<file path="config.mk">
export PLATFORM = sky130hd
export DESIGN_NAME = subleq_datapath
export DESIGN_NICKNAME = d
export VERILOG_FILES = /design/src/rtl/subleq_datapath.sv
export SDC_FILE = /design/constraint.sdc
export NUM_CORES = 1
export LEC_CHECK = 0
export ABC_CLOCK_PERIOD_IN_PS = 4400
export BUFFER_PORTS_ARGS = -buffer_cell sky130_fd_sc_hd__buf_2
export CAP_MARGIN = 5
export CORE_UTILIZATION = 40
export DETAILED_ROUTE_END_ITERATION = 8
export SLEW_MARGIN = 20
export SYNTH_ARGS = -nofsm -noshare
export SYNTH_HDL_FRONTEND = slang
export SYNTH_SLANG_ARGS = --single-unit
</file>
<file path="constraint.sdc">
create_clock -name clk -period 4.4 [get_ports clk]
set_clock_uncertainty 0.2 [all_clocks]
set_input_delay 0 -clock clk [delete_from_list [all_inputs] [get_ports clk]]
set_output_delay 0 -clock clk [all_outputs]
set_load 0.01 [all_outputs]
</file>
<file path="src/rtl/subleq_datapath.sv">
// rtl/subleq_datapath.sv - SUBLEQ operand/memory-access engine driven by one-hot status strobes
// Optional sticky halt on negative branch target: define SUBLEQ_HALT_EN.
module subleq_datapath #(
    parameter int DWIDTH     = 16,
    parameter int AWIDTH     = 12,
    parameter int START_ADDR = 0
) (
    input  logic              clk,
    input  logic              rst_n,
    input  logic              s00_idle,
    input  logic              s01_rop0,
    input  logic              s02_rop1,
    input  logic              s03_rop2,
    input  logic              s04_rmd0,
    input  logic              s05_rmd1,
    input  logic              s06_exec,
    input  logic              s07_wbmd,
    output logic [AWIDTH-1:0] mem_addr,
    output logic              mem_rd,
    output logic              mem_wr,
    output logic [DWIDTH-1:0] mem_wdata,
    input  logic [DWIDTH-1:0] mem_rdata,
`ifdef SUBLEQ_HALT_EN
    output logic              halt,
`endif
    output logic [AWIDTH-1:0] pc
);

    logic [AWIDTH-1:0] pc_q, pc_d;
    logic [AWIDTH-1:0] opa_q, opa_d;
    logic [AWIDTH-1:0] opb_q, opb_d;
    logic [DWIDTH-1:0] opc_q, opc_d;
    logic [DWIDTH-1:0] mda_q, mda_d;
    logic [DWIDTH-1:0] res_q, res_d;
    logic              halted;

    logic [7:0] stb_raw;
    logic [7:0] stb_act;
    logic [7:0] stb_one;
    logic       res_le0;

`ifdef SUBLEQ_HALT_EN
    logic halt_q, halt_d;
    assign halted = halt_q;
    assign halt   = halt_q;
`else
    assign halted = 1'b0;
`endif

    assign stb_raw = {s07_wbmd, s06_exec, s05_rmd1, s04_rmd0,
                      s03_rop2, s02_rop1, s01_rop0, s00_idle};
    assign stb_act = halted ? 8'h00 : stb_raw;
    // Isolate the lowest set strobe so an illegal multi-hot input behaves as its lowest member.
    assign stb_one = stb_act & (~stb_act + 8'd1);

    assign res_le0   = res_q[DWIDTH-1] | (res_q == '0);
    assign mem_wdata = res_q;
    assign pc        = pc_q;

    logic unused_bits;
    assign unused_bits = ^{stb_one[0], stb_one[6], opc_q[DWIDTH-1:AWIDTH]};

    always_comb begin
        mem_rd   = |stb_one[5:1];
        mem_wr   = stb_one[7];
        mem_addr = '0;
        if (stb_one[1])      mem_addr = pc_q;
        else if (stb_one[2]) mem_addr = pc_q + AWIDTH'(1);
        else if (stb_one[3]) mem_addr = pc_q + AWIDTH'(2);
        else if (stb_one[4]) mem_addr = opa_q;
        else if (stb_one[5]) mem_addr = opb_q;
        else if (stb_one[7]) mem_addr = opb_q;
    end

    always_comb begin
        pc_d  = pc_q;
        opa_d = opa_q;
        opb_d = opb_q;
        opc_d = opc_q;
        mda_d = mda_q;
        res_d = res_q;
`ifdef SUBLEQ_HALT_EN
        halt_d = halt_q;
`endif
        if (stb_one[2]) opa_d = mem_rdata[AWIDTH-1:0];
        if (stb_one[3]) opb_d = mem_rdata[AWIDTH-1:0];
        if (stb_one[4]) opc_d = mem_rdata;
        if (stb_one[5]) mda_d = mem_rdata;
        if (stb_one[6]) res_d = mem_rdata - mda_q;
        if (stb_one[7]) begin
`ifdef SUBLEQ_HALT_EN
            if (res_le0 && opc_q[DWIDTH-1]) halt_d = 1'b1;
            else if (res_le0)               pc_d   = opc_q[AWIDTH-1:0];
            else                            pc_d   = pc_q + AWIDTH'(3);
`else
            if (res_le0) pc_d = opc_q[AWIDTH-1:0];
            else         pc_d = pc_q + AWIDTH'(3);
`endif
        end
    end

    always_ff @(posedge clk) begin
        if (!rst_n) begin
            pc_q  <= AWIDTH'(START_ADDR);
            opa_q <= '0;
            opb_q <= '0;
            opc_q <= '0;
            mda_q <= '0;
            res_q <= '0;
`ifdef SUBLEQ_HALT_EN
            halt_q <= 1'b0;
`endif
        end else begin
            pc_q  <= pc_d;
            opa_q <= opa_d;
            opb_q <= opb_d;
            opc_q <= opc_d;
            mda_q <= mda_d;
            res_q <= res_d;
`ifdef SUBLEQ_HALT_EN
            halt_q <= halt_d;
`endif
        end
    end

endmodule

</file>
---- Word-level counts from Yosys, hierarchy flattened ----
Cells that the tools add are included.
word-level totals
  bits in registers ....................... 80
  input bits .............................. 26
  output and inout port bits .............. 42
  logic and storage cells ................. 23
operators by class
  add/sub/neg operators ................... 5
  muxes and demuxes ....................... 7
  bitwise operators ....................... 3
  reduce and logical (&&, ||, !) cells .... 2
operators with widths
  kind                                            count
  2-to-1 mux 12 bit                               7
  adder 12 x 2 -> 12 bit (second input constant)  2
  logical NOT 16 bit                              1
  subtractor 16 bit                               1
  adder 12 x 1 -> 12 bit (second input constant)  1
  adder 8 x 1 -> 8 bit (second input constant)    1
  bitwise AND 8 bit                               1
  NOT 8 bit                                       1
  OR reduction 5 bit                              1
  OR 1 bit                                        1

---- Logic depth before layout (Yosys ltp) ----
Gate-level depths: netlist (run 1).
  depth after elaboration ................. 9
  depth in mapped cells ................... 10
  depth with buffers taken out ............ 10

---- Worst setup path before layout (run 1) ----
No wires, ideal clock.
  path kind ............................... register to register
  start point ............................. register mda_q[0]
  end point ............................... register res_q[14], in the netlist mem_wdata[14]
  library setup time ...................... 0.127 ns
  arrival time ............................ 2.132 ns
  data required time ...................... 4.073 ns
  setup slack ............................. 1.941 ns
  stages on the path, launching flop included .. 10
  path buffers ............................ 0
  period minus slack after synthesis ...... 2.459 ns
  cells stage by stage .................... dfxtp_1 ha_1 inv_1 fa_1 a21o_1 a21oi_1 o21bai_1 a211oi_1 nor3_1 or3b_1
on the way
  cells in the longest elaborated chain, start to end .. 1
ends and longest elaborated chain
  element                 RTL line  source
  from (decl)             33        logic [DWIDTH-1:0] mda_q, mda_d;
  from (signal assigned)  118       mda_q <= mda_d;
  subtractor 16 bit       89        if (stb_one[6]) res_d = mem_rdata - mda_q;
  to (signal assigned)    119       res_q <= res_d;
  to (decl)               34        logic [DWIDTH-1:0] res_q, res_d;
Every way passes these cells.
A chain may end at the register's enable or synchronous reset.

---- Worst setup path after layout (run 1) ----
  start point ............................. register pc_q[2], in the netlist pc[2]
  end point ............................... output port mem_addr[7]
on the way
  cells in the longest elaborated chain, start to end .. 4
  elaborated cells between the ends (all ways) .. 5
  those cells by class .................... add/sub: 2; mux: 3
ends and longest elaborated chain
  element                 RTL line  source
  from (decl)             29        logic [AWIDTH-1:0] pc_q, pc_d;
  from (signal assigned)  104       pc_q <= AWIDTH'(START_ADDR);
  from (signal assigned)  114       pc_q <= pc_d;
  adder 12 x 2 -> 12 bit  69        else if (stb_one[3]) mem_addr = pc_q + AWIDTH'(2);
  2-to-1 mux 12 bit       69
  2-to-1 mux 12 bit *     68        else if (stb_one[2]) mem_addr = pc_q + AWIDTH'(1);
  2-to-1 mux 12 bit *     67        if (stb_one[1]) mem_addr = pc_q;
  to (decl)               18        output logic [AWIDTH-1:0] mem_addr,
Mark *: on every way between the ends. The rest lies on a longest branch, timed or not.

==> impl_metrics.json, run 1 <==
{
  "numCtsBuffers": 9,
  "drc_errors": 0,
  "grt_overflow": 0,
  "finalNetCount": 733,
  "clkTransAtPathRegs_ns": 0.06,
  "hp-class": "input port to flip-flop",
  "arrival_ns": 2.61,
  "synth_most_common_cell": "nand2_1",
  "seq_area_frac_synth_pct": 34.17,
  "drt_wl_total_um": 14090,
  "multi_input_area_um2": 2774,
  "cts_tree": "built",
  "syn_inst": 626,
  "syn_nets": 672,
  "cts_root_buf": "clkbuf_16",
  "critPathKind": "flip-flop to output pin",
  "rsz0062_at_grt": "false",
  "h-tree-depth": 3,
  "fmax_mhz": 355.9,
  "synth_top_family_by_area": "simple AND/OR/NAND/NOR gates",
  "initial_core_util_pct": 41.05,
  "grt_pass1_wl_um": 22450,
  "synth_area_leaders": "dfxtp_1 (34%), nand2_1 (9.1%), a21oi_1 (8.2%)",
  "p_leak_nw": 2.217,
  "p_per_area_nw_per_um2": 297.0,
  "vdd_drop_max_mv": 0.1929,
  "timing.setup.tns_ns": 0,
  "place_congestion": 0.8839,
  "routedWlPerCell_um": 16.87,
  "hold_violations": 0,
  "fin_area_um2": 5540,
  "utilization_pct": 48.52,
  "clk_latency_ns": 0.34,
  "synth_edf_count": 0,
  "vias": 4752,
  "slew_headroom_pct": 42.84,
  "die_area_um2": 12150,
  "place_hpwl_um": 9798,
  "clock_path_buffers": 2,
  "synthDistinctLibCells": 62,
  "yosysWarnings": 0,
  "antenna_cells": 0,
  "areaGrowthSynthToFinish_pct": 18.21,
  "synth_common_cells": "nand2_1 (114), dfxtp_1 (80), a21oi_1 (77)",
  "period_minus_slack_ns": 2.810,
  "synthAdderAreaFrac_pct": 5.499,
  "tightest_slew_ns": 0.8549,
  "syn_area_per_cell_um2": 7.487,
  "start_kind": "flip-flop",
  "synth-compound-area-share_pct": 24.03,
  "rows": 39,
  "synthSimpleGateAreaFrac_pct": 24.08,
  "grt_util_all_layers_pct": 24.51,
  "pre_cts_ws_ns": 1.714,
  "seq_area_um2": 1602,
  "drive_above_1_share_pct": 14.60,
  "final_antenna_net_count": 0,
  "ff2ff_setup_slack_ns": 1.73,
  "nFillCells": 1185,
  "viasPerCell": 5.691,
  "synth_top_area_cell": "dfxtp_1",
  "synth-xor-area-share_pct": 2.056,
  "core_um2": 11420,
  "fin_crit_sh_pct": 63.86,
  "io_buffers": 67,
  "setup_viol": 0,
  "ys.flop_type": "dfxtp_1",
  "mappedNetlistArea_um2": 4687,
  "placed_cell_area_um2": 5050,
  "ys_ff_latch": 80,
  "outcome": "finished, final reports clean",
  "die_height_um": 110.2,
  "fp.dieW_um": 110.2,
  "final_max_slew_viol_count": 0,
  "async_flop_share_pct": 0,
  "worstPathRequired_ns": 4.20,
  "drt_iter0_markers": 405,
  "grt_pass1_vias": 4428,
  "synthMuxAreaShare_pct": 3.417,
  "cp_max_fo": 11,
  "yosys.area.top_type_share_pct": 34.17,
  "fin_hold_ws_ns": 0.06956,
  "grt_max_degree": 70,
  "critPathCaptureType": "output pin",
  "fin_ws_ns": 1.590,
  "io_pins": 68,
  "first_pass_iters": 5,
  "postCtsSetupBuffers": 0,
  "cts_resized": 0,
  "cts_sinks": 80,
  "antenna_found_initial": 0,
  "drv_cap": 0
}
path summary, 6_finish.rpt:
check | startpoint | to | cells after the start
max reg2reg | mda_q[0] | mem_wdata[14] | 9
min reg2reg | opa_q[1] | opa_q[1] | 2
min | s03_rop2 | mem_wdata[6] | 5
max | pc[2] | mem_addr[7] | 8
per-stage QoR:
stage	power, W	std cells
floorplan	0.0008670	626
global placement	0.0009241	799
detailed placement	0.0009270	799
CTS	0.001668	835
global route	0.001711	835
finish	0.001646	835
worst max-delay path, cell delays in order, from the launching register on:
cell	delay, ns
dfxtp_1	0.56
ha_1	0.32
nand3_1	0.19
nor2_1	0.31
nand2_1	0.13
a21oi_1	0.18
nor2_1	0.05
a221oi_1	0.32
buf_2	0.20
power breakdown:
group / switching [W] / total [W] / internal [W]
Combinational: 0.000116 / 0.000187 / 0.0000717
Sequential: 0.00000528 / 0.000739 / 0.000734
Clock: 0.000294 / 0.000719 / 0.000426
placed cells by master (no fill, tap or decap), drive strengths merged, types with 3 or more instances in the layout:
cell type    count
a2bb2oi          3
a21oi           78
clkinv           3
nor4             6
a221oi           8
and2             3
o211ai           6
o31ai            4
a22oi            3
a221o            4
nor3            16
xnor2            6
nand2b           5
nand2          114
dfxtp           80
xor2             5
nand3           24
a211o            3
nor2b            3
mux2i           16
o21ai           27
ha              19
nand4            4
dlygate4sd3     20
nor2            50
a211oi           8
o21a             5
clkbuf          13
a21o             5
inv             32
o22ai            6
buf             73
a31oi            5
sequential cells by signal (all words and copies together) (netlist names):
name,flops
mda_q,16
mem_wdata,16
opa_q,12
opb_q,12
opc_q,12
pc,12
layout make-up:
| class | instances | area share [%] |
|---|---|---|
| clock inverters | 3 | 0.2710 |
| inverters | 32 | 2.168 |
| repair buffers | 93 | 10.48 |
| well taps | 143 | 3.229 |
| flip-flops and latches | 80 | 28.91 |
| clock buffers | 13 | 4.878 |
| multi-input cells | 471 | 50.07 |
kinds of logic (layout without fill, tap and decap cells):
kind of cell	after synthesis	count (layout)
AO/OA/AOI/OAI	180	180
XOR/XNOR	11	11
adder cells (fa/ha/maj)	20	20
buffers and inverters	75	141
flip-flops	80	80
multiplexers	16	16
AND/OR/NAND/NOR	244	244
metal layers:
layer  global-route usage, %  share of wire, %  vias to the layer above
met5                       0                 0                        -
met4                   11.18               2.8                        0
met3                   4.762               5.5                       22
met2                   39.00                46                      133
met1                   31.97                46                     2257
li1                        -                 -                     2340
what timing repair did:
item | in CTS | in global routing
setup endpoints to repair | 0 | 0
hold buffers | 20 | 0
hold endpoints to repair | 68 | 0
Power figures use the tool's default switching activity.
==> inputs of run 2 (changes only) <==
- ABC_CLOCK_PERIOD_IN_PS: 4400 -> 2600
- clock period: 4.4 -> 2.6 ns (I/O delays scaled with it)
==> run 2 against run 1 <==
  * Sequential share of layout area down 0.73 points
  * Critical path depth rose by 1
  * Non-clock buffer count grew 13
  * Cell count grew 1.6%
  * Routed wire length barely moved
  * Worst setup slack worse by 1.4 ns
  * Sequential cell count unchanged
  * Global-route usage shrank 0.54 points
  * Combinational power grew 71%
  * Die area stayed put
  * Clock-buffer cell count did not move
  * Critical path type is now flip-flop to flip-flop
  * Largest cell class unchanged
==> impl_metrics.json, run 2 (synthesis results as in run 1) <==
{
  "cpPeakStageDelay_ns": 0.40,
  "p_seq_share_pct": 42.6,
  "io_buffers": 67,
  "p_leak_nw": 2.284,
  "vdd_drop_max_mv": 0.3593,
  "rows": 39,
  "period_minus_slack_ns": 2.454,
  "h-tree-depth": 3,
  "timing.critical_path.from": "mda_q[0]",
  "r2r_start": "mda_q[0]",
  "fmax_mhz": 407.5,
  "viasPerCell": 5.625,
  "nFillCells": 1162,
  "die_height_um": 110.2,
  "final_cell_mix": "nand2_1 (114), dfxtp_1 (77), a21oi_1 (75)",
  "combPwrFrac_pct": 10.9,
  "place_hpwl_um": 10020,
  "drc_errors": 0,
  "grt_max_degree": 46,
  "fin_hold_ws_ns": 0.007933,
  "cts_root_buf": "clkbuf_16",
  "drive_above_1_share_pct": 16.88,
  "drv_cap": 0,
  "grt_pass1_wl_um": 22070,
  "clkTransAtPathRegs_ns": 0.06,
  "final_max_slew_viol_count": 0,
  "placed_cell_area_um2": 5152,
  "tightest_slew_ns": 0.5331,
  "antenna_cells": 0,
  "finalNetCount": 746,
  "numCtsBuffers": 9,
  "timing.setup.tns_ns": 0,
  "p_sw_share_pct": 23.84,
  "hold_violations": 0,
  "critPathKind": "flip-flop to flip-flop",
  "final_antenna_net_count": 0,
  "arrival_ns": 2.48,
  "crit_slowest_cell": "fa_1",
  "worstPathRequired_ns": 2.62,
  "drt_iter0_markers": 378,
  "p_per_area_nw_per_um2": 513.6,
  "areaGrowthSynthToFinish_pct": 21.76,
  "cp_max_fo": 2,
  "antenna_found_initial": 0,
  "clkPwrFrac_pct": 46.5,
  "final_cells": 848,
  "clk_latency_ns": 0.34,
  "outcome": "finished, final reports clean",
  "initial_core_util_pct": 41.05,
  "fin_area_um2": 5707,
  "internal-power_w": 0.002233,
  "cts_tree": "built",
  "fp.dieW_um": 110.2,
  "power_switching_w": 0.0006987,
  "clock_path_buffers": 2,
  "postCtsSetupBuffers": 0,
  "hp-class": "input port to flip-flop",
  "place_congestion": 0.8724,
  "vias": 4770,
  "setup_viol": 0,
  "first_pass_iters": 4,
  "die_area_um2": 12150,
  "critPathCaptureType": "flip-flop",
  "cts_sinks": 80,
  "grt_overflow": 0,
  "grt_pass1_vias": 4264,
  "worstPathCellList": "ha_1, inv_1, fa_1, a21o_1, a21oi_2, o21bai_1, a211oi_2, nor3_1, or3b_1",
  "drt_wl_total_um": 14080,
  "start_kind": "flip-flop",
  "io_pins": 68,
  "place_inst": 811,
  "fin_crit_sh_pct": 94.37,
  "grt_util_all_layers_pct": 23.97,
  "core_um2": 11420,
  "final_common_cell": "nand2_1",
  "slew_headroom_pct": 64.41,
  "routedWlPerCell_um": 16.61,
  "worstHoldStart": "s05_rmd1"
}
-- run 2: cell count changes in the layout (fill, tap and decap cells not counted), sizes merged --
cell	delta
dlygate4sd3	+1
clkinv	-2
bufinv	+2
buf	+12
-- run 2: worst paths after layout --
path              endpoint  slack (ns)  depth (start not counted)
max reg2reg  mem_wdata[14]        0.15                          9
min           mem_wdata[4]       0.008                          5
min reg2reg      opb_q[11]        0.26                          2
max          mem_wdata[14]        0.15                          9
-- run 2: final cells by class --
class | instances | area, um^2 | area share [%]
multi-input cells | 471 | 2791 | 48.91
flip-flops and latches | 80 | 1608 | 28.17
repair buffers | 106 | 693.2 | 12.15
clock buffers | 13 | 250.2 | 4.385
well taps | 143 | 178.9 | 3.135
inverters | 32 | 120.1 | 2.105
clock inverters | 3 | 65.06 | 1.140
-- run 2: per-stage QoR --
step                      power (W)  setup slack [ns]  utilization (%)
after floorplan            0.001467            0.1412                -
after global placement     0.001568            0.1499            45.12
after detailed placement   0.001571           0.03676            45.12
after CTS                  0.002954           0.03332            49.75
after global routing       0.003039         -0.005161            49.98
final                      0.002931            0.1463            49.98
-- run 2: what timing repair did --
item | in CTS | in global routing
hold buffers | 21 | 0
endpoints found under the setup margin | 4 | 5
resized for setup | 2 | 9
endpoints found under the hold margin | 61 | 0
-- run 2: power groups by stage --
stage,sequential [W],clock (W),combinational [W]
floorplan,0.00128,0,0.000192
global placement,0.00128,0,0.000291
detailed placement,0.00128,0,0.000293
CTS,0.00125,0.00139,0.000316
global route,0.00125,0.00144,0.000354
finish,0.00125,0.00136,0.000319
-- run 2: metal layers --
layer | up-vias | routed length, um | global-route usage, %
met3 | 20 | 741 | 3.233
met2 | 140 | 6627 | 38.95
met5 | - | 0 | 0
met4 | 0 | 296 | 9.868
li1 | 2363 | - | -
met1 | 2247 | 6416 | 31.87
-- run 2: critical path, delay by kind of cell, from the launching register on --
family / cells / cell delay, ns
AO/OA/AOI/OAI: 4 / 0.73
adder cells (fa/ha/maj): 2 / 0.57
buffers and inverters: 1 / 0.06
flip-flops: 1 / 0.34
AND/OR/NAND/NOR: 2 / 0.42
==> inputs of run 3 (changes only) <==
- CELL_PAD_IN_SITES_DETAIL_PLACEMENT: unset -> 1
- CELL_PAD_IN_SITES_GLOBAL_PLACEMENT: unset -> 1
- PLACE_DENSITY_LB_ADDON: unset -> 0.1
==> run 3 against run 2 <==
  * Core utilization is 0.64 points higher
  * Routed wire length is 17% higher
  * Clock-buffer cell count is 1 higher
  * Clock power is 6% higher
  * Worst hold slack better by 0.016 ns
  * Register-to-register slack worse by 0.02 ns
  * Sequential share of layout area is 0.40 points lower
  * Sequential power hardly changed
  * Sequential cell count stayed put
  * Global-route usage is 4.1 points higher
  * Largest power group unchanged
  * Highest routed layer unchanged
==> impl_metrics.json, run 3 (synthesis results as in run 1) <==
{
  "drv_cap": 0,
  "place_hpwl_um": 11880,
  "core_um2": 11420,
  "critPathCaptureType": "output pin",
  "antenna_found_initial": 0,
  "arrival_ns": 2.27,
  "finalNetCount": 755,
  "p_sw_share_pct": 24.30,
  "met3_usage_pct": 4.821,
  "hold_violations": 0,
  "final_cell_mix": "nand2_1 (114), dfxtp_1 (77), a21oi_1 (76)",
  "place_inst": 817,
  "numCtsBuffers": 9,
  "period_minus_slack_ns": 2.469,
  "rsz0062_at_grt": "false",
  "viasPerCell": 5.750,
  "p_leak_nw": 2.334,
  "fp.dieW_um": 110.2,
  "cts_tree": "built",
  "clock_path_buffers": 2,
  "setup_viol": 0,
  "grt_overflow": 0,
  "drc_errors": 0,
  "grt_pass1_wl_um": 25490,
  "fin_crit_sh_pct": 94.98,
  "outcome": "finished, final reports clean",
  "met2_usage_pct": 52.22,
  "h-tree-depth": 3,
  "fin_area_um2": 5779,
  "vdd_drop_max_mv": 0.3088,
  "clkTransAtPathRegs_ns": 0.06,
  "ff2ff_path_depth": 9,
  "final_max_slew_viol_count": 0,
  "io_buffers": 67,
  "postCtsSetupBuffers": 0,
  "io_pins": 68,
  "cts_root_buf": "clkbuf_16",
  "critPathKind": "flip-flop to output pin",
  "total_power_w": 0.003030,
  "first_pass_iters": 4,
  "combPwrFrac_pct": 11.3,
  "power_switching_w": 0.0007362,
  "top_usage_layer": "met2",
  "hold_path_depth": 5,
  "vias": 4928,
  "grt_max_degree": 31,
  "die_height_um": 110.2,
  "p_per_area_nw_per_um2": 524.2,
  "final_cells": 857,
  "antenna_cells": 0,
  "clk_latency_ns": 0.35,
  "drt_iter0_markers": 285,
  "routedWlPerCell_um": 19.20,
  "placed_cell_area_um2": 5185,
  "fmax_mhz": 404.9,
  "start_kind": "flip-flop",
  "rows": 39,
  "areaGrowthSynthToFinish_pct": 23.30,
  "hp-class": "input port to flip-flop",
  "place_congestion": 0.8597,
  "tightest_slew_ns": 0.6859,
  "clkPwrFrac_pct": 47.4,
  "die_area_um2": 12150,
  "use_met1_pct": 32.08,
  "p_seq_share_pct": 41.3,
  "cts_sinks": 80,
  "cp_max_fo": 5,
  "drt_wl_total_um": 16450,
  "timing.setup.tns_ns": 0,
  "worstPathRequired_ns": 2.40,
  "grt_pass1_vias": 4895,
  "initial_core_util_pct": 41.05,
  "final_antenna_net_count": 0,
  "slew_headroom_pct": 53.92,
  "final_common_cell": "nand2_1",
  "drive_above_1_share_pct": 17.51,
  "grt_util_all_layers_pct": 28.11,
  "internal-power_w": 0.002293
}
-- run 3: final timing paths --
kind	from	to	slack (ns)
min	s07_wbmd	pc[9]	0.02
max	pc[1]	mem_addr[4]	0.13
max reg2reg	mda_q[0]	mem_wdata[14]	0.13
min reg2reg	opc_q[9]	opc_q[9]	0.26
-- run 3: cell type report --
| type | instances | area (um^2) |
|---|---|---|
| Multi-Input combinational cell | 471 | 2785 |
| Timing Repair Buffer | 115 | 755.7 |
| Fill cell | 1459 | 5639 |
| Tap cell | 143 | 178.9 |
| Inverter | 32 | 120.1 |
| Clock buffer | 14 | 274.0 |
| Sequential cell | 80 | 1605 |
| Clock inverter | 2 | 60.06 |
-- run 3: timing repair --
action | CTS | global route
setup endpoints to repair | 0 | 8
hold buffers | 24 | 0
endpoints found under the hold margin | 61 | 0
gates resized for setup | 0 | 8
-- run 3: per-layer routing --
| metal | share of wire (%) | vias to the layer above |
|---|---|---|
| met5 | 0 | - |
| met3 | 4.1 | 20 |
| li1 | - | 2381 |
| met4 | 1.9 | 0 |
| met1 | 42 | 2422 |
| met2 | 52 | 105 |
-- run 3: critical path: stages (launching register included) --
cell	delay (ns)
dfxtp_2	0.40
buf_4	0.16
ha_1	0.18
nand3_1	0.20
a221oi_1	0.35
a21oi_1	0.17
a221o_1	0.31
buf_2	0.16
-- run 3: power by group through the flow --
stage	Sequential (W)	Combinational, W	Clock [W]
final	0.00125	0.000341	0.00144
after global routing	0.00125	0.000372	0.00152
after CTS	0.00125	0.000335	0.00146
after detailed placement	0.00128	0.000308	0
after global placement	0.00128	0.000300	0
after floorplan	0.00128	0.000192	0
-- run 3: metrics by stage --
stage / util (%) / hold WS [ns] / setup slack, ns
detailed placement: 45.41 / 0.07874 / 0.05910
floorplan: - / -0.06404 / 0.1412
global route: 50.61 / 0.07037 / 0.009697
global placement: 45.41 / 0.06128 / 0.1496
finish: 50.61 / 0.02429 / 0.1305
CTS: 50.44 / 0.01991 / 0.01060
